==> src/rtl/nes_bus_pkg.sv <==
// Shared types and constants for the NES CPU-side bus master.
//   m2_state_t : M2 phase FSM state (LOW / HIGH)
//   bus_cyc_t  : one CPU bus cycle as latched at the cycle boundary
//   MMC3_*     : MMC3 register addresses (only A15, A14, A13 and A0 are decoded)
package nes_bus_pkg;

  typedef enum logic {
    ST_LOW  = 1'b0,
    ST_HIGH = 1'b1
  } m2_state_t;

  typedef struct packed {
    logic        write;
    logic [15:0] addr;
    logic [7:0]  wdata;
  } bus_cyc_t;

  localparam logic [15:0] MMC3_BANK_SEL   = 16'h8000;
  localparam logic [15:0] MMC3_BANK_DATA  = 16'h8001;
  localparam logic [15:0] MMC3_MIRROR     = 16'hA000;
  localparam logic [15:0] MMC3_PRG_RAM    = 16'hA001;
  localparam logic [15:0] MMC3_IRQ_LATCH  = 16'hC000;
  localparam logic [15:0] MMC3_IRQ_RELOAD = 16'hC001;
  localparam logic [15:0] MMC3_IRQ_DIS    = 16'hE000;
  localparam logic [15:0] MMC3_IRQ_EN     = 16'hE001;

  // Idle bus cycle: a read of addr that no command asked for.
  function automatic bus_cyc_t idle_cyc(input logic [15:0] addr);
    bus_cyc_t c;
    c.write = 1'b0;
    c.addr  = addr;
    c.wdata = 8'h00;
    return c;
  endfunction

endpackage

==> src/rtl/m2_phase_gen.sv <==
// M2 clock generator: a two-state FSM with a phase counter.
//   clk, rst_n  : system clock, async active-low reset
//   m2          : registered M2 output, LOW then HIGH for M2_DIV clk each
//   cycle_start : first clk of LOW (first clk of a bus cycle)
//   low_last    : last clk of LOW (next clk is the first HIGH clk)
//   cycle_last  : last clk of HIGH (last clk of a bus cycle)
module m2_phase_gen
  import nes_bus_pkg::*;
#(
  parameter int M2_DIV = 6
) (
  input  logic clk,
  input  logic rst_n,
  output logic m2,
  output logic cycle_start,
  output logic low_last,
  output logic cycle_last
);

  localparam logic [7:0] CNT_MAX = 8'(M2_DIV - 1);

  m2_state_t  state;
  logic [7:0] cnt;

  assign cycle_start = (state == ST_LOW)  && (cnt == 8'd0);
  assign low_last    = (state == ST_LOW)  && (cnt == CNT_MAX);
  assign cycle_last  = (state == ST_HIGH) && (cnt == CNT_MAX);

  // Reset parks the FSM at LOW/0, so the clk right after release is
  // already the first LOW clk of the first bus cycle.
  always_ff @(posedge clk or negedge rst_n) begin
    if (!rst_n) begin
      state <= ST_LOW;
      cnt   <= 8'd0;
      m2    <= 1'b0;
    end else begin
      case (state)
        ST_LOW: begin
          if (cnt == CNT_MAX) begin
            state <= ST_HIGH;
            cnt   <= 8'd0;
            m2    <= 1'b1;
          end else begin
            cnt <= cnt + 8'd1;
          end
        end
        ST_HIGH: begin
          if (cnt == CNT_MAX) begin
            state <= ST_LOW;
            cnt   <= 8'd0;
            m2    <= 1'b0;
          end else begin
            cnt <= cnt + 8'd1;
          end
        end
      endcase
    end
  end

endmodule

==> src/rtl/nes_cpu_bus_master.sv <==
// NES CPU-side cartridge bus initiator for mapper bring-up.
//   cmd_*        : command in (valid/ready), one command per M2 period
//   rsp_*        : read response, one-clk rsp_valid pulse, rsp_rdata held
//   m2, romsel   : CPU M2 clock and /ROMSEL (~(A15 & m2))
//   cpu_rw       : 1 = read, 0 = write
//   cpu_addr     : A14..A0, stable for the whole bus cycle
//   cpu_data_*   : write data / drive enable (HIGH phase of writes) / read data
//   a12_en       : enables the PPU A12 pulse train on ppu_a12
//   irq_n        : async mapper /IRQ; irq_seen is sticky, irq_clr clears it
module nes_cpu_bus_master
  import nes_bus_pkg::*;
#(
  parameter int          M2_DIV     = 6,
  parameter int          A12_PERIOD = 114,
  parameter logic [15:0] IDLE_ADDR  = 16'h0000
) (
  input  logic        clk,
  input  logic        rst_n,
  input  logic        cmd_valid,
  output logic        cmd_ready,
  input  logic        cmd_write,
  input  logic [15:0] cmd_addr,
  input  logic [7:0]  cmd_wdata,
  output logic        rsp_valid,
  output logic [7:0]  rsp_rdata,
  output logic        m2,
  output logic        romsel,
  output logic        cpu_rw,
  output logic [14:0] cpu_addr,
  output logic [7:0]  cpu_data_out,
  output logic        cpu_data_oe,
  input  logic [7:0]  cpu_data_in,
  input  logic        a12_en,
  output logic        ppu_a12,
  input  logic        irq_n,
  output logic        irq_seen,
  input  logic        irq_clr
);

  localparam logic [9:0] A12_MAX = 10'(A12_PERIOD - 1);

  logic     cycle_start, low_last, cycle_last;
  bus_cyc_t cur;
  logic     cur_rd_cmd;   // current cycle is a commanded read (not idle)

  m2_phase_gen #(.M2_DIV(M2_DIV)) u_phase (
    .clk         (clk),
    .rst_n       (rst_n),
    .m2          (m2),
    .cycle_start (cycle_start),
    .low_last    (low_last),
    .cycle_last  (cycle_last)
  );

  // Commands are taken only at the bus-cycle boundary so that address and
  // R/W never move inside a cycle.
  assign cmd_ready    = cycle_last;
  assign cpu_rw       = ~cur.write;
  assign cpu_addr     = cur.addr[14:0];
  assign cpu_data_out = cur.wdata;
  // Falls together with m2, which is the MMC3 write strobe for A15=1 writes.
  assign romsel       = ~(cur.addr[15] & m2);

  // Bus-cycle register and data drive.
  always_ff @(posedge clk or negedge rst_n) begin
    if (!rst_n) begin
      cur         <= idle_cyc(IDLE_ADDR);
      cur_rd_cmd  <= 1'b0;
      cpu_data_oe <= 1'b0;
    end else begin
      if (cycle_last) begin
        if (cmd_valid) begin
          cur.write  <= cmd_write;
          cur.addr   <= cmd_addr;
          cur.wdata  <= cmd_wdata;
          cur_rd_cmd <= ~cmd_write;
        end else begin
          cur        <= idle_cyc(IDLE_ADDR);
          cur_rd_cmd <= 1'b0;
        end
      end
      // Drive for the whole HIGH phase; release on the first LOW clk of
      // the next cycle, after the strobe edge.
      if (low_last)
        cpu_data_oe <= cur.write;
      else if (cycle_last)
        cpu_data_oe <= 1'b0;
    end
  end

  // Read capture: sample on the last HIGH clk, respond on the next clk.
  always_ff @(posedge clk or negedge rst_n) begin
    if (!rst_n) begin
      rsp_valid <= 1'b0;
      rsp_rdata <= 8'h00;
    end else begin
      if (cycle_last && cur_rd_cmd)
        rsp_rdata <= cpu_data_in;
      if (cycle_last)
        rsp_valid <= cur_rd_cmd;
      else if (cycle_start)
        rsp_valid <= 1'b0;
    end
  end

  // A12 generator: counts bus cycles; the pulse covers cycle 0 of each
  // period, from LOW start to LOW start, so it is updated at cycle_last.
  logic       a12_run;
  logic [9:0] a12_cnt;

  always_ff @(posedge clk or negedge rst_n) begin
    if (!rst_n) begin
      a12_run <= 1'b0;
      a12_cnt <= 10'd0;
      ppu_a12 <= 1'b0;
    end else if (cycle_last) begin
      if (!a12_en) begin
        a12_run <= 1'b0;
        a12_cnt <= 10'd0;
        ppu_a12 <= 1'b0;
      end else if (!a12_run) begin
        a12_run <= 1'b1;
        a12_cnt <= 10'd0;
        ppu_a12 <= 1'b1;
      end else if (a12_cnt == A12_MAX) begin
        a12_cnt <= 10'd0;
        ppu_a12 <= 1'b1;
      end else begin
        a12_cnt <= a12_cnt + 10'd1;
        ppu_a12 <= 1'b0;
      end
    end
  end

  // /IRQ sampler: 2-flop synchronizer, sticky flag, set beats clear.
  logic [1:0] irq_sync;

  always_ff @(posedge clk or negedge rst_n) begin
    if (!rst_n) begin
      irq_sync <= 2'b11;
      irq_seen <= 1'b0;
    end else begin
      irq_sync <= {irq_sync[0], irq_n};
      if (!irq_sync[1])
        irq_seen <= 1'b1;
      else if (irq_clr)
        irq_seen <= 1'b0;
    end
  end

endmodule

==> config.mk <==
export PLATFORM = sky130hd
export DESIGN_NAME = nes_cpu_bus_master
export DESIGN_NICKNAME = d
export VERILOG_FILES = /design/src/rtl/nes_bus_pkg.sv /design/src/rtl/m2_phase_gen.sv /design/src/rtl/nes_cpu_bus_master.sv
export SDC_FILE = /design/constraint.sdc
export NUM_CORES = 1
export LEC_CHECK = 0
export ABC_AREA = 1
export ABC_CLOCK_PERIOD_IN_PS = 1760
export CAP_MARGIN = 10
export CELL_PAD_IN_SITES_DETAIL_PLACEMENT = 1
export CELL_PAD_IN_SITES_GLOBAL_PLACEMENT = 1
export CORE_MARGIN = 4
export CORE_UTILIZATION = 32
export DETAILED_ROUTE_END_ITERATION = 12
export PLACE_DENSITY = 0.81
export SYNTH_ARGS = -nofsm -noshare
export SYNTH_HDL_FRONTEND = slang
export SYNTH_SLANG_ARGS = --single-unit
==> constraint.sdc <==
create_clock -name clk -period 1.76 [get_ports clk]
set_input_delay 0.352 -clock clk [delete_from_list [all_inputs] [get_ports clk]]
set_output_delay 0.352 -clock clk [all_outputs]
set_load 0.01 [all_outputs]
# After elaboration in Yosys (flattened, before gate mapping)
# Index checks and enable logic that the tools add are counted.
dict set report op_classes {
  n_addsub 2
  eq_ne 5
  mux 22
  bitwise_logic 5
  reduce_logical 8
}
# operator count
set op_table {}
lappend op_table {{$mux 10} 3}
lappend op_table {{$mux 25} 1}
lappend op_table {{$mux 1} 15}
lappend op_table {{$add 10x1->10 const B} 1}
lappend op_table {{$eq 10x7->1 const B} 1}
lappend op_table {{$add 8x1->8 const B} 1}
lappend op_table {{$eq 8x3->1 const B} 1}
lappend op_table {{$logic_not 8->1} 1}
lappend op_table {{$mux 8} 1}
lappend op_table {{$ne 2x2->1 const B} 3}
lappend op_table {{$logic_and 1x1->1} 4}
lappend op_table {{$not 1->1} 4}
lappend op_table {{$pmux 1 s2} 2}
lappend op_table {{$reduce_bool 2->1} 2}
lappend op_table {{$reduce_and 2->1} 1}
lappend op_table {{$and 1x1->1} 1}
dict set report word_totals {
  ff_bits 61
  input_bits 39
}

# Depth between registers and ports, before layout
# Gate-level depths: netlist of the first run.
dict set report depth {
  depth_word 4
  depth_mapped 9
  ltp_nobuf 9
}

# By module
# A second synthesis of the first run with hierarchy kept.
dict set report hier_totals {
  cells_unflattened 321
  hier_area_um2 2914.0
}
# module n_inst cells_per_inst area_each_um2 seq_area_each_um2
set by_module_without_submodules {}
lappend by_module_without_submodules {nes_cpu_bus_master 1 254 2374.8 1278.7}
lappend by_module_without_submodules {m2_phase_gen 1 67 539.3 250.2}

# Worst setup path after synthesis of the first run
# No wires, ideal clock.
dict set report synth_path {
  kind {register to register}
  start {reg u_phase.cnt[1]}
  end {reg cur, in the netlist cpu_addr[0]}
  t_arrival_ns 1.744
  t_required_ns 1.694
  slack_ns -0.050
  path_stages_with_launch 10
  path_buffers 2
  path_cell_list {dfrtp_1 inv_1 ha_1 nand3_1 nor2_2 ha_1 buf_2 buf_2 nand3_1 nand2_1}
}
dict set report synth_via {
  elab_chain_cells 2
}
# element line
set synth_rtl {}
lappend synth_rtl {{start: declaration} m2_phase_gen.sv:23} ;# logic [7:0] cnt;
lappend synth_rtl {{start signal: assignment} m2_phase_gen.sv:44} ;# cnt <= cnt + 8'd1;
lappend synth_rtl {{start signal: assignment} m2_phase_gen.sv:53} ;# cnt <= cnt + 8'd1;
lappend synth_rtl {{$eq 8x3->1} m2_phase_gen.sv:27} ;# assign cycle_last = (state == ST_HIGH) && (cnt == CNT_MAX);
lappend synth_rtl {{$logic_and 1x1->1} m2_phase_gen.sv:27}
lappend synth_rtl {{named net cmd_ready} nes_cpu_bus_master.sv:20} ;# output logic cmd_ready,
lappend synth_rtl {{end signal: assignment} nes_cpu_bus_master.sv:67} ;# cur <= idle_cyc(IDLE_ADDR);
lappend synth_rtl {{end signal: assignment} nes_cpu_bus_master.sv:78} ;# cur <= idle_cyc(IDLE_ADDR);
lappend synth_rtl {{end: declaration} nes_cpu_bus_master.sv:43} ;# bus_cyc_t cur;
# The timed path passes the listed nets, and every way through them passes these cells.
# A chain may end at the register's enable or synchronous reset.

# Final worst setup path of the first run
dict set report layout_path {
  start {reg u_phase.cnt[1]}
  end {reg rsp_valid}
}
dict set report layout_via {
  elab_chain_cells 3
  elab_cells_between_ends 6
  cone_classes {1 x eq/ne; 1 x mux; 4 x reduce/logical}
}
# element line
set layout_rtl {}
lappend layout_rtl {{$eq 8x3->1 or $logic_not 8->1 (tied branches)} {m2_phase_gen.sv:27, m2_phase_gen.sv:25}}
lappend layout_rtl {{$logic_and 1x1->1 (on tied branches)} {m2_phase_gen.sv:27, m2_phase_gen.sv:25}}
lappend layout_rtl {{$mux 1 or $reduce_bool 2->1 (tied branches)} -}
lappend layout_rtl {{end signal: assignment} nes_cpu_bus_master.sv:100} ;# rsp_valid <= cur_rd_cmd;
lappend layout_rtl {{end: declaration} nes_cpu_bus_master.sv:24} ;# output logic rsp_valid,
# Parallel ways exist; a longest one is shown, timed or not.

==> results of run 1 <==
## path summary, 6_finish.rpt
check	end	slack (ns)	cells past startpoint
setup reg to reg	rsp_valid	-0.04	13
setup / recovery	rsp_valid	-0.04	13
hold reg to reg	irq_sync[1]	0.36	0
min in group asynchronous	cpu_addr[14]	0.43	2
max in group asynchronous	irq_sync[0]	0.71	3
hold / removal	irq_sync[1]	0.36	0
## kinds of logic (layout without fill, tap and decap cells)
family          Yosys count  in the layout  synth area share
compound gates           19             19            0.0443
buf+inv                  62            152             0.112
flops                    61             61             0.525
xor+xnor                  8              8            0.0241
fa+ha+maj                 9              9            0.0387
simple gates            173            174             0.255
## cell type report
cell class | instances | area (µm²)
Clock buffer | 15 | 176
Tap cell | 108 | 135
Inverter | 29 | 115
Multi-Input combinational cell | 210 | 1160
Sequential cell | 61 | 1530
Timing Repair Buffer | 107 | 1040
Fill cell | 1038 | 4620
Clock inverter | 1 | 30.0
## synthesized netlist by cell type, drive strengths merged
cell and number:
xnor2 1, clkbuf 5, dfstp 2, nand4 5
nor2 17, nor3 2, dfrtp 59, buf 28
or2 1, xor2 7, nand3 37, a21oi 4
ha 9, o21ai 15, nand2 111, inv 28
clkinv 1
## state kept, by name, summed over array words and instances, names as in the netlist
name and count:
a12_cnt 10, cur 2, cpu_addr 15, rsp_valid 1, cur_rd_cmd 1, cpu_data_out 8
u_phase.m2 1, ppu_a12 1, irq_seen 1, rsp_rdata 8, u_phase.cnt 8, cpu_data_oe 1
u_phase.state 1, a12_run 1, irq_sync 2
## worst reg2reg max path: cells and delay by family (launching register included)
family / cells / cell delay, ns
fa+ha+maj: 1 / 0.15
buf+inv: 7 / 0.80
flops: 1 / 0.38
simple gates: 5 / 0.37
## per-stage QoR
stage,instance area [µm²],worst slack (ns)
after floorplan,2920,0.0486
after global placement,3760,-0.138
after detailed placement,3760,-0.267
after CTS,4130,-0.00298
after global routing,4180,-0.111
final,4180,-0.0425
## metal layers
metal / part of all wire / up-vias
met5: 0 / -
met4: 0.015 / 0
met3: 0.055 / 14
met2: 0.53 / 64
met1: 0.40 / 1249
li1: - / 1188
## what timing repair did
action,in CTS,in global routing
hold buffers,1,0
pin swaps,2,6
buffers inserted,9,3
hold endpoints to repair,10,0
resized for setup,17,16
gates cloned,1,1
setup endpoints to repair,47,39
## power by group through the flow
| stage | clock network, W | registers, W | logic, W |
|---|---|---|---|
| 2_1_floorplan | 0 | 0.00153 | 0.000117 |
| 3_3_place_gp | 0 | 0.00152 | 0.000321 |
| 3_5_place_dp | 0 | 0.00152 | 0.000328 |
| 4_1_cts | 0.00134 | 0.00150 | 0.000332 |
| 5_1_grt | 0.00141 | 0.00151 | 0.000359 |
| 6_report | 0.00130 | 0.00150 | 0.000328 |
==> out/summary.txt, run 1 <==
most common cell after layout, fill and taps aside -> nand2_1
Startpoint Class -> flop
synthesized cell area -> 2910 µm²
min Tclk post-route -> 1.80 ns
Total GRT Usage -> 0.161
Initial Util -> 0.330
CTS tree -> done
Die Ht -> 103 µm
Die ar. -> 10700 µm²
crit path max-delay cell type -> dfrtp_1
worst rel slew slack -> 0.761
final wirelength -> 8140 µm
Final nets -> 466
switching pwr -> 0.000694 W
largest cells by area after synthesis -> dfrtp_1 (51%), nand2_1 (14%), nand3_1 (6.2%), buf_4 (5.9%), ha_1 (3.9%)
Seq/Total Area, Yosys -> 0.525
fraction of layout cells with a size suffix above 1 -> 0.187
first-iteration detailed-routing DRC count -> 94
Max VDD drop -> 0.503 mV
Synth Warn # -> 0
Setup crit end kind -> flop
Max Cap Viol -> 0
failing checks -> setup timing
final worst slack -> -0.0425 ns
Clock Tree Buf Depth -> 2
GRT busiest layer -> met2
Vias -> 2515
leakage power -> 2.01 nW
IO Count -> 78
Worst-Margin Slew -> 0.359 ns
P_int -> 0.00243 W
worst hold path class -> reg -> reg
pin count of the biggest net entering global routing -> 52
Synth Register Bits -> 61
# H-tree levels -> 3
Die Wd -> 103 µm
Final Core Density -> 0.475
CP dominant cell by count -> buf_4
switching share of power -> 0.222
total power -> 0.00312 W
total CTS buffers -> 9
FP Rows -> 34
combinational share of power -> 0.105
Power Density -> 746 nW/µm²
Largest stage delay, worst path -> 0.38 ns
WP data required -> 1.99 ns
Core ar. -> 8810 µm²
crit path kind -> reg -> reg
commonest cells after routing, fill and taps aside -> nand2_1 (107), clkdlybuf4s50_1 (74), dfrtp_1 (59), nand3_1 (33)
Net Count, Synth -> 380
first-pass GRT wire length -> 13400 µm
Gate Count Post-Synth -> 332
crit path DAT -> 2.03 ns
Flop pwr share -> 0.480
WHS -> 0.357 ns
Yosys cell types -> 26
final hold viol count -> 0
gr ovfl total -> 0
Crit path buffers/inverters -> 7
DRC viols -> 0
CTS root buf -> clkbuf_8
r2r startpoint -> u_phase.cnt[1]
CTS sink count -> 61
final setup fails -> 2
run status -> complete, but fails checks
M2 GR Usage -> 0.288
PortBufs -> 77
WL per Instance -> 15.3 µm
antenna cells -> 0
area grow syn2layout -> 43.7%
Slew Viols, Final -> 0
share of the synthesized area in the top cell type -> 0.507
vias in the first global route -> 2860
CTS clk-pin slew, worst paths -> 0.07 ns
clock share of power -> 0.415
setup TNS -> -0.0730 ns
Worst path top cell family by delay -> buffers and inverters
crit path max fanout -> 2
antenna viol nets, final -> 0
GP Congestion -> 0.723
met3 Resource Use GR -> 0.0496
synthesized area per cell -> 8.77 µm²
met1 Use GR -> 0.183
cell taking the most area after synthesis -> dfrtp_1
Max Clock Skew -> 0.0106 ns
post-DP HPWL -> 5430 µm
Critical Path, Cell by Cell -> inv_2 -> buf_4 -> buf_4 -> buf_4 -> buf_4 -> buf_4 -> buf_6 -> ha_4 -> nand3_2 -> or2_4 -> nand2_2 -> nand2_1 -> nand2_1
vias per inst -> 4.74
fin crit share -> 1.02
CP startpoint -> u_phase.cnt[1]
non-filler instance count after layout -> 531
unrepaired setup endpoints after global routing -> yes
highest clock rate -> 0.555 GHz
drt first pass iters -> 5
hold path startpoint -> irq_sync[0]
clock latency on the worst-skew pair -> 0.34 ns
placed insts -> 502
initial antenna violation count -> 0
No activity file was read; power rests on OpenSTA's default activity.
==> run 2, diff against run 1 <==
--- a/config.mk
+++ b/config.mk
@@ -12,6 +12,7 @@
 export CELL_PAD_IN_SITES_GLOBAL_PLACEMENT = 1
 export CORE_MARGIN = 4
 export CORE_UTILIZATION = 32
+export CTS_CLUSTER_SIZE = 28
 export DETAILED_ROUTE_END_ITERATION = 12
 export PLACE_DENSITY = 0.81
 export SYNTH_ARGS = -nofsm -noshare
==> results of run 2 <==
Same layout as run 1: the final DEF is identical, and so are final timing and power.
==> run 3, diff against run 2 <==
--- a/config.mk
+++ b/config.mk
@@ -14,7 +14,7 @@
 export CORE_UTILIZATION = 32
 export CTS_CLUSTER_SIZE = 28
 export DETAILED_ROUTE_END_ITERATION = 12
-export PLACE_DENSITY = 0.81
+export PLACE_DENSITY = 0.83
 export SYNTH_ARGS = -nofsm -noshare
 export SYNTH_HDL_FRONTEND = slang
 export SYNTH_SLANG_ARGS = --single-unit
==> out/summary.txt, run 3 (synthesis gave the netlist of run 1 again) <==
Initial Util -> 0.330
met3 wire len -> 522 µm
Critical Path, Cell by Cell -> nor2_2 -> nand3_2 -> nor2_4 -> ha_4 -> buf_6
final setup fails -> 0
Max Clock Skew -> 0.00785 ns
met2 routed WL -> 4090 µm
IO Count -> 78
min Tclk post-route -> 1.76 ns
CTS root buf -> clkbuf_8
Clock Tree Buf Depth -> 2
final wirelength -> 7840 µm
area grow syn2layout -> 41.9%
pin count of the biggest net entering global routing -> 62
Power Density -> 755 nW/µm²
Crit path buffers/inverters -> 1
first-pass GRT wire length -> 12700 µm
vias in the first global route -> 2708
WP data required -> 1.41 ns
max reg flops -> 15
FP Rows -> 34
GP Congestion -> 0.740
drt first pass iters -> 4
WL per Instance -> 14.9 µm
Largest stage delay, worst path -> 0.40 ns
DRC viols -> 0
WL met1 -> 3130 µm
Die Ht -> 103 µm
CTS clk-pin slew, worst paths -> 0.06 ns
fraction of layout cells with a size suffix above 1 -> 0.170
CTS sink count -> 61
antenna viol nets, final -> 0
clock latency on the worst-skew pair -> 0.34 ns
Slew Viols, Final -> 0
CTS tree -> done
PortBufs -> 77
worst hold path class -> in -> async
Place WS -> -0.258 ns
Total GRT Usage -> 0.154
fill count -> 1035
Die ar. -> 10700 µm²
setup TNS -> 0 ns
crit path max fanout -> 3
gr ovfl total -> 0
first-iteration detailed-routing DRC count -> 69
crit path max-delay cell type -> dfrtp_1
initial antenna violation count -> 0
Startpoint Class -> flop
antenna cells -> 0
total CTS buffers -> 9
crit path kind -> reg -> out
post-DP HPWL -> 5510 µm
Vias -> 2467
run status -> completed
highest clock rate -> 0.569 GHz
Worst path top cell family by delay -> flip-flops
max layer used -> met4
final worst slack -> 0.00196 ns
final hold viol count -> 0
# H-tree levels -> 3
Setup crit end kind -> output port
most common cell after layout, fill and taps aside -> nand2_1
Final nets -> 461
vias per inst -> 4.69
Core ar. -> 8810 µm²
Die Wd -> 103 µm
fin crit share -> 0.999
Max Cap Viol -> 0
crit path DAT -> 1.41 ns
worst rel slew slack -> 0.761
Max VDD drop -> 0.412 mV
leakage power -> 1.99 nW
commonest cells after routing, fill and taps aside -> nand2_1 (107), clkdlybuf4s50_1 (73), dfrtp_1 (59), nand3_1 (34), inv_1 (25)
unrepaired setup endpoints after global routing -> yes
Worst-Margin Slew -> 0.358 ns
[run 3: changes by cell type in the layout (fill, tap and decap cells not counted), sizes merged]
cell	before	now
dlygate4sd3	1	0
bufbuf	0	1
buf	31	26
dlymetal6s2s	1	2
clkdlybuf4s50	74	73
[run 3: stage by stage]
| stage | instance area [µm²] | utilization | power (W) | hold WS, ns | std cells |
|---|---|---|---|---|---|
| floorplan | 2920 | - | 0.00164 | 0.0564 | 332 |
| global placement | 3760 | 0.427 | 0.00185 | 0.347 | 502 |
| detailed placement | 3760 | 0.427 | 0.00186 | 0.349 | 502 |
| CTS | 4080 | 0.463 | 0.00317 | 0.0218 | 522 |
| global route | 4130 | 0.469 | 0.00326 | 0.0147 | 526 |
| finish | 4130 | 0.469 | 0.00312 | 0.00925 | 526 |
[run 3: area by class of cell]
class                   count  area [µm²]  area share
flip-flops and latches     61        1530       0.370
multi-input cells         210        1120       0.272
repair buffers            102        1020       0.248
clock buffers              15         176      0.0427
well taps                 108         135      0.0327
inverters                  29         113      0.0273
clock inverters             1        30.0     0.00727
[run 3: layer usage]
layer	vias to the layer above	GRT usage
met2	68	0.271
met4	0	0.0518
li1	1181	-
met1	1208	0.173
met3	10	0.0557
met5	-	0
[run 3: path summary, 6_finish.rpt]
check / depth (start not counted) / slack, ns / to / startpoint
hold reg to reg: 0 / 0.36 / irq_sync[1] / irq_sync[0]
min in group clk: 0 / 0.36 / irq_sync[1] / irq_sync[0]
max in group asynchronous: 2 / 1.43 / irq_sync[0] / rst_n
hold / removal: 2 / 0.009 / a12_cnt[7] / rst_n
setup / recovery: 5 / 0.002 / cmd_ready / u_phase.cnt[5]
setup reg to reg: 9 / 0.10 / a12_cnt[5] / u_phase.cnt[5]
[run 3: worst register-to-register path, cell delays in order, from the launching register on]
cell,delay (ns)
dfrtp_1,0.40
nor2_2,0.13
nand3_2,0.11
nor2_4,0.15
ha_4,0.18
buf_12,0.16
nand2_2,0.09
inv_2,0.11
nand2_2,0.13
o21ai_2,0.15
[run 3: what timing repair did]
item                       CTS  global route
cloned                       1             1
setup endpoints to repair   47            20
buffers inserted             3             3
gates resized for setup     17             7
pin swaps                    3             2
hold buffers                 0             0
[run 3: where the power goes]
part | internal, W | total (W) | switching, W
clock | 0.000773 | 0.00129 | 0.000520
sequential | 0.00146 | 0.00150 | 0.0000363
combinational | 0.000192 | 0.000326 | 0.000134
total | 0.00243 | 0.00312 | 0.000690
==> variant 1, RTL diff (config.mk and constraints of run 3) <==
Add an input register stage for `irq_n`; this delays it by one clock. The other inputs are not delayed to match.
--- a/src/rtl/nes_cpu_bus_master.sv
+++ b/src/rtl/nes_cpu_bus_master.sv
@@ -38,6 +38,12 @@
 );
 
   localparam logic [9:0] A12_MAX = 10'(A12_PERIOD - 1);
+
+  logic irq_n_q;
+
+  always_ff @(posedge clk) begin
+    irq_n_q <= irq_n;
+  end
 
   logic     cycle_start, low_last, cycle_last;
   bus_cyc_t cur;
@@ -140,7 +146,7 @@
       irq_sync <= 2'b11;
       irq_seen <= 1'b0;
     end else begin
-      irq_sync <= {irq_sync[0], irq_n};
+      irq_sync <= {irq_sync[0], irq_n_q};
       if (!irq_sync[1])
         irq_seen <= 1'b1;
       else if (irq_clr)
Behaviour: not the same (a bounded check fails within 4 cycles, from zero or initial values and one cycle with rst_n low).
==> variant 1 against run 3 <==
The flow now finishes with violations (hold timing, setup timing); synthesized area up 0.69%; wire length down 0.34%; setup slack worse by 7.2 ps; fmax down 0.41%; core utilization down 0.70 points; clock power down 4%; cell area down 1.5%; sequential cell count up 1; sequential share of layout area up 1.1 points; cell count down 1.3%; power down 0.98%; highest routed layer unchanged.
==> variant 1: results (changes against run 3) <==
status=finished, violations left (was finished clean); failing checks=hold timing, setup timing; sequential share of the synthesized area=52.9% (was 52.5%); critical path startpoint category=flop (unchanged); htree depth=3 (unchanged); Largest stage delay, worst path=a little under 400 ps; TritonCTS Buffers=9 (unchanged); post-synth net total=381 (was 380); peak supply drop=0.319 mV (was 0.412 mV); Final nets=454 (was 461); initial antenna violation count=0 (unchanged); clock slew at reported path FFs=70 ps; clk buf depth=2 (unchanged); Root Driver=clkbuf_8 (unchanged); GP Congestion=0.770 (was 0.740); global-route wire length before repair=13,300 um (was 12,700 um); most common flop cell mapped by yosys=dfrtp_1 (unchanged); final setup fails=1 (was 0); vias in the first global route=2,800 (was 2,708); post-route setup slack=-5.21 ps (was 1.96 ps); clock skew=11.7 ps (was 7.85 ps); leakage power=1.93 nW (was 1.99 nW); Tot GR Track Use=14.9% (was 15.4%); Inserted Diodes=0 (unchanged); Vias=2,440 (was 2,467); largest cells by area after synthesis=dfrtp_1, nand2_1, nand3_1 (unchanged); Syn. warnings=0 (unchanged); Tightest Pin Transition=345 ps (was 358 ps); CP max-delay cell=dfrtp_1 (unchanged); hold violation count in the final report=2 (was 0); CP max FO=3 (unchanged); Wirelength per Cell=15.1 um (was 14.9 um); final-layout fill cell count=1,025 (was 1,035); largest net degree at the start of global routing=62 (unchanged); worst r2r src=u_phase.cnt[5]$_DFF_PN0_ (unchanged); Detail Placement HPWL=5330 um (was 5510 um); Iter 0 DRT Violations=93 (was 69); clk_lat worst skew=350 ps; layout cells sized above 1=15.8% (was 17.0%); Port Buf Inserts=77 (unchanged); Synth cell types=27 (was 26); critical path's top delay family=simple AND/OR/NAND/NOR gates (was flip-flops); Post-synth ARST share=98.4% (was 100%); Hold Slack=-5.40 ps (was 9.25 ps); hold crit path type=in2async (unchanged); DR pass1 iterations=4 (unchanged); max reg flops=15 (unchanged); top post-synthesis cells by count=nand2_1, dfrtp_1, nand3_1 (unchanged)
## variant 1: cell types whose count changed after synthesis, sizes merged
cell,run 3,this run
dfxtp,0,1
## variant 1: cell type report
cell class                      count  area (um^2)  share of cell area [%]
Clock buffer                       11          131                    3.23
Clock inverter                      5         60.1                    1.48
Inverter                           29          115                    2.83
Multi-Input combinational cell    209         1120                    27.6
Sequential cell                    62         1550                    38.1
Tap cell                          108          135                    3.32
Timing Repair Buffer               95          956                    23.5
## variant 1: power breakdown
| group | leakage (nW) | internal [W] | total [W] | switching, W |
|---|---|---|---|---|
| logic | 1.03 | 0.000191 | 0.000324 | 0.000133 |
| registers | 0.799 | 0.00149 | 0.00152 | 0.0000379 |
| clock network | 0.0935 | 0.000657 | 0.00124 | 0.000582 |
## variant 1: worst reg2reg max path, stage by stage (launching register included)
cell and delay [ps]:
dfrtp_1 390, nor2_2 130, nand3_2 110, nor2_4 160, ha_4 170, buf_12 150, inv_2 70, buf_12 170
nand2_1 70, o21ai_0 70
## variant 1: routing by layer
layer | GRT usage, % | share of wire, % | vias up
li1 | - | - | 1168
met1 | 17.7 | 43 | 1201
met2 | 26.1 | 51 | 60
met3 | 3.73 | 5.0 | 11
met4 | 5.70 | 1.5 | 0
met5 | 0 | 0 | -
## variant 1: kinds of logic after synthesis
logic type | synth area share [%]
XOR/XNOR | 2.39
buffers and inverters | 11.1
AO/OA/AOI/OAI | 4.40
AND/OR/NAND/NOR | 25.4
adder cells (fa/ha/maj) | 3.84
flip-flops | 52.9
## variant 1: final timing paths
check	slack, ps	depth (start not counted)	to
max	-5	5	cmd_ready
min	-5	2	a12_cnt[7]$_DFFE_PN0P_
max reg2reg	120	9	ppu_a12$_DFFE_PN0P_
min reg2reg	300	0	irq_sync[0]$_DFF_PN1_
max in group asynchronous	1440	2	irq_sync[0]$_DFF_PN1_
min in group clk	300	0	irq_sync[0]$_DFF_PN1_
## variant 1: what timing repair did
action,4_1_cts,5_1_grt
endpoints found under the setup margin,48,36
pin swaps,3,2
cloned,0,1
hold buffers,0,0
resized for setup,18,6
setup buffers,1,1
## variant 1: metrics by stage
stage | TNS, ps | setup WS, ps | cell area [um^2] | cells
detailed placement | -8300 | -266 | 3770 | 501
floorplan | 0 | 48.6 | 2940 | 333
finish | -5.21 | -5.21 | 4070 | 519
global placement | -3750 | -126 | 3770 | 501
CTS | -33.1 | -33.1 | 4020 | 518
global route | -107 | -94.8 | 4070 | 519
==> variant 2, RTL diff (settings of run 3) <==
Made on the original files. The parameter `A12_PERIOD` goes from 114 to 85.
--- a/src/rtl/nes_cpu_bus_master.sv
+++ b/src/rtl/nes_cpu_bus_master.sv
@@ -11,7 +11,7 @@
   import nes_bus_pkg::*;
 #(
   parameter int          M2_DIV     = 6,
-  parameter int          A12_PERIOD = 114,
+  parameter int          A12_PERIOD = 85,
   parameter logic [15:0] IDLE_ADDR  = 16'h0000
 ) (
   input  logic        clk,
Function: same outputs for any inputs over 10 cycles, from zero or initial values and one cycle with rst_n low; that may be too few to reach the edited logic, so the function may still have changed.
==> variant 2 against run 3 <==
Synthesized area increased by 0.73%; cell area decreased by 0.27%; core utilization decreased by 0.13 points; hold slack got worse by 5.3 ps; power decreased by 8.0%; setup slack got worse by 11 ps; the run now ends with setup timing left; sequential cell count unchanged; fmax decreased by 0.59%; highest routed layer unchanged; global-route usage increased by 0.27 points; wire length increased by 0.60%.
==> variant 2: results (changes against run 3) <==
worst r2r src=u_phase.cnt[7]$_DFF_PN0_ (was u_phase.cnt[5]$_DFF_PN0_); status=finished, violations left (was finished clean); setup TNS=-8.54 ps (was 0 ps); Placed Cells incl. Taps=509 (was 502); GP Congestion=0.783 (was 0.740); Wirelength per Cell=14.9 um (about the same); worst r2r dst=a12_cnt[6]$_DFFE_PN0P_ (was a12_cnt[5]$_DFFE_PN0P_); Inserted Diodes=0 (unchanged); Tot GR Track Use=15.7% (was 15.4%); layout cells sized above 1=19.6% (was 17.0%); r2r setup slk=130 ps (was 100 ps); Root Driver=clkbuf_8 (unchanged); largest cells by area after synthesis=dfrtp_1, nand2_1, buf_4 (was dfrtp_1, nand2_1, nand3_1); peak supply drop=0.359 mV (was 0.412 mV); R2R cell count=11 (was 9); adder-cell share of the synthesized area=3.84% (was 3.87%); initial antenna violation count=0 (unchanged); leakage power=1.94 nW (was 1.99 nW); DR pass1 iterations=4 (unchanged); Final nets=466 (was 461); Finished Layout Cells=531 (was 526); final-layout fill cell count=1,035 (unchanged); sequential share of the synthesized area=52.2% (was 52.5%); CP max FO=2 (was 3); Synth cell types=29 (was 26); Detail Placement HPWL=5740 um (was 5510 um); post-synthesis xor/xnor area fraction=2.09% (was 2.41%); clock skew=8.32 ps (was 7.85 ps); Internal=0.00216 W (was 0.00243 W); post-route setup slack=-8.54 ps (was 1.96 ps); Clock Power Share=36.1% (was 41.5%); Slew headroom=61.9% (was 76.1%); vias in the first global route=2,776 (was 2,708); multiplexer share of the synthesized area=0% (unchanged); Vias/cell=4.59 (was 4.69); Iter 0 DRT Violations=77 (was 69); Post-DP Area=3840 um^2 (was 3760 um^2); Synth Area in Compound Gates=3.67% (was 4.43%); failing checks=setup timing; clock slew at reported path FFs=70 ps; Cells after Synth=337 (was 332); top post-synthesis cells by count=nand2_1, dfrtp_1, nand3_1 (unchanged); final setup fails=1 (was 0); Post-synth ARST share=100% (unchanged); post-synth net total=385 (was 380); Combinational Power Share=11.5% (was 10.4%); htree depth=3 (unchanged); clk buf depth=2 (unchanged); global-route wire length before repair=13,800 um (was 12,700 um); hold crit path type=in2async (unchanged); largest net degree at the start of global routing=27 (was 62)
## variant 2: final cells by class
class / count / share of cell area [%]
clock buffer: 11 / 3.19
clock inverter: 5 / 0.668
sequential: 61 / 37.1
multi-input combinational: 215 / 27.9
inverter: 29 / 2.80
timing repair buffer: 102 / 25.1
tap: 108 / 3.28
## variant 2: repair_timing
item / in CTS / in global routing
buffers inserted: 2 / 4
pin swaps: 5 / 5
resized for setup: 13 / 10
setup endpoints to repair: 41 / 37
cloned: 1 / 0
## variant 2: through the flow
stage	hold WS [ps]	worst slack [ps]	util, %	power (W)
final	3.90	-8.54	46.8	0.00287
after global routing	30.3	-111	46.8	0.00302
after CTS	3.49	-34.9	46.1	0.00292
after detailed placement	351	-137	43.6	0.00186
after global placement	346	-69.7	43.6	0.00185
after floorplan	56.4	46.5	-	0.00164
## variant 2: metal layers
layer	vias to the layer above	track usage [%]	wire [um]
met5	-	0	0
met4	0	3.89	58
met3	9	5.53	441
met2	51	27.5	4110
met1	1190	18.3	3280
li1	1187	-	-
## variant 2: worst max path at each step
| stage | start | endpoint | depth (start not counted) |
|---|---|---|---|
| floorplan | u_phase.cnt[1]$_DFF_PN0_ | a12_cnt[6]$_DFFE_PN0P_ | 12 |
| global placement | u_phase.cnt[1]$_DFF_PN0_ | cmd_ready | 6 |
| detailed placement | u_phase.cnt[1]$_DFF_PN0_ | cmd_ready | 6 |
| CTS | u_phase.cnt[1]$_DFF_PN0_ | cmd_ready | 6 |
| global route | u_phase.cnt[7]$_DFF_PN0_ | cmd_ready | 5 |
| finish | u_phase.cnt[7]$_DFF_PN0_ | cmd_ready | 5 |
## variant 2: worst max-delay path, stage by stage (launching register included)
cell and delay [ps]:
dfrtp_1 390, inv_2 70, nand4_1 170, nor2_4 180, ha_4 160, buf_6 100
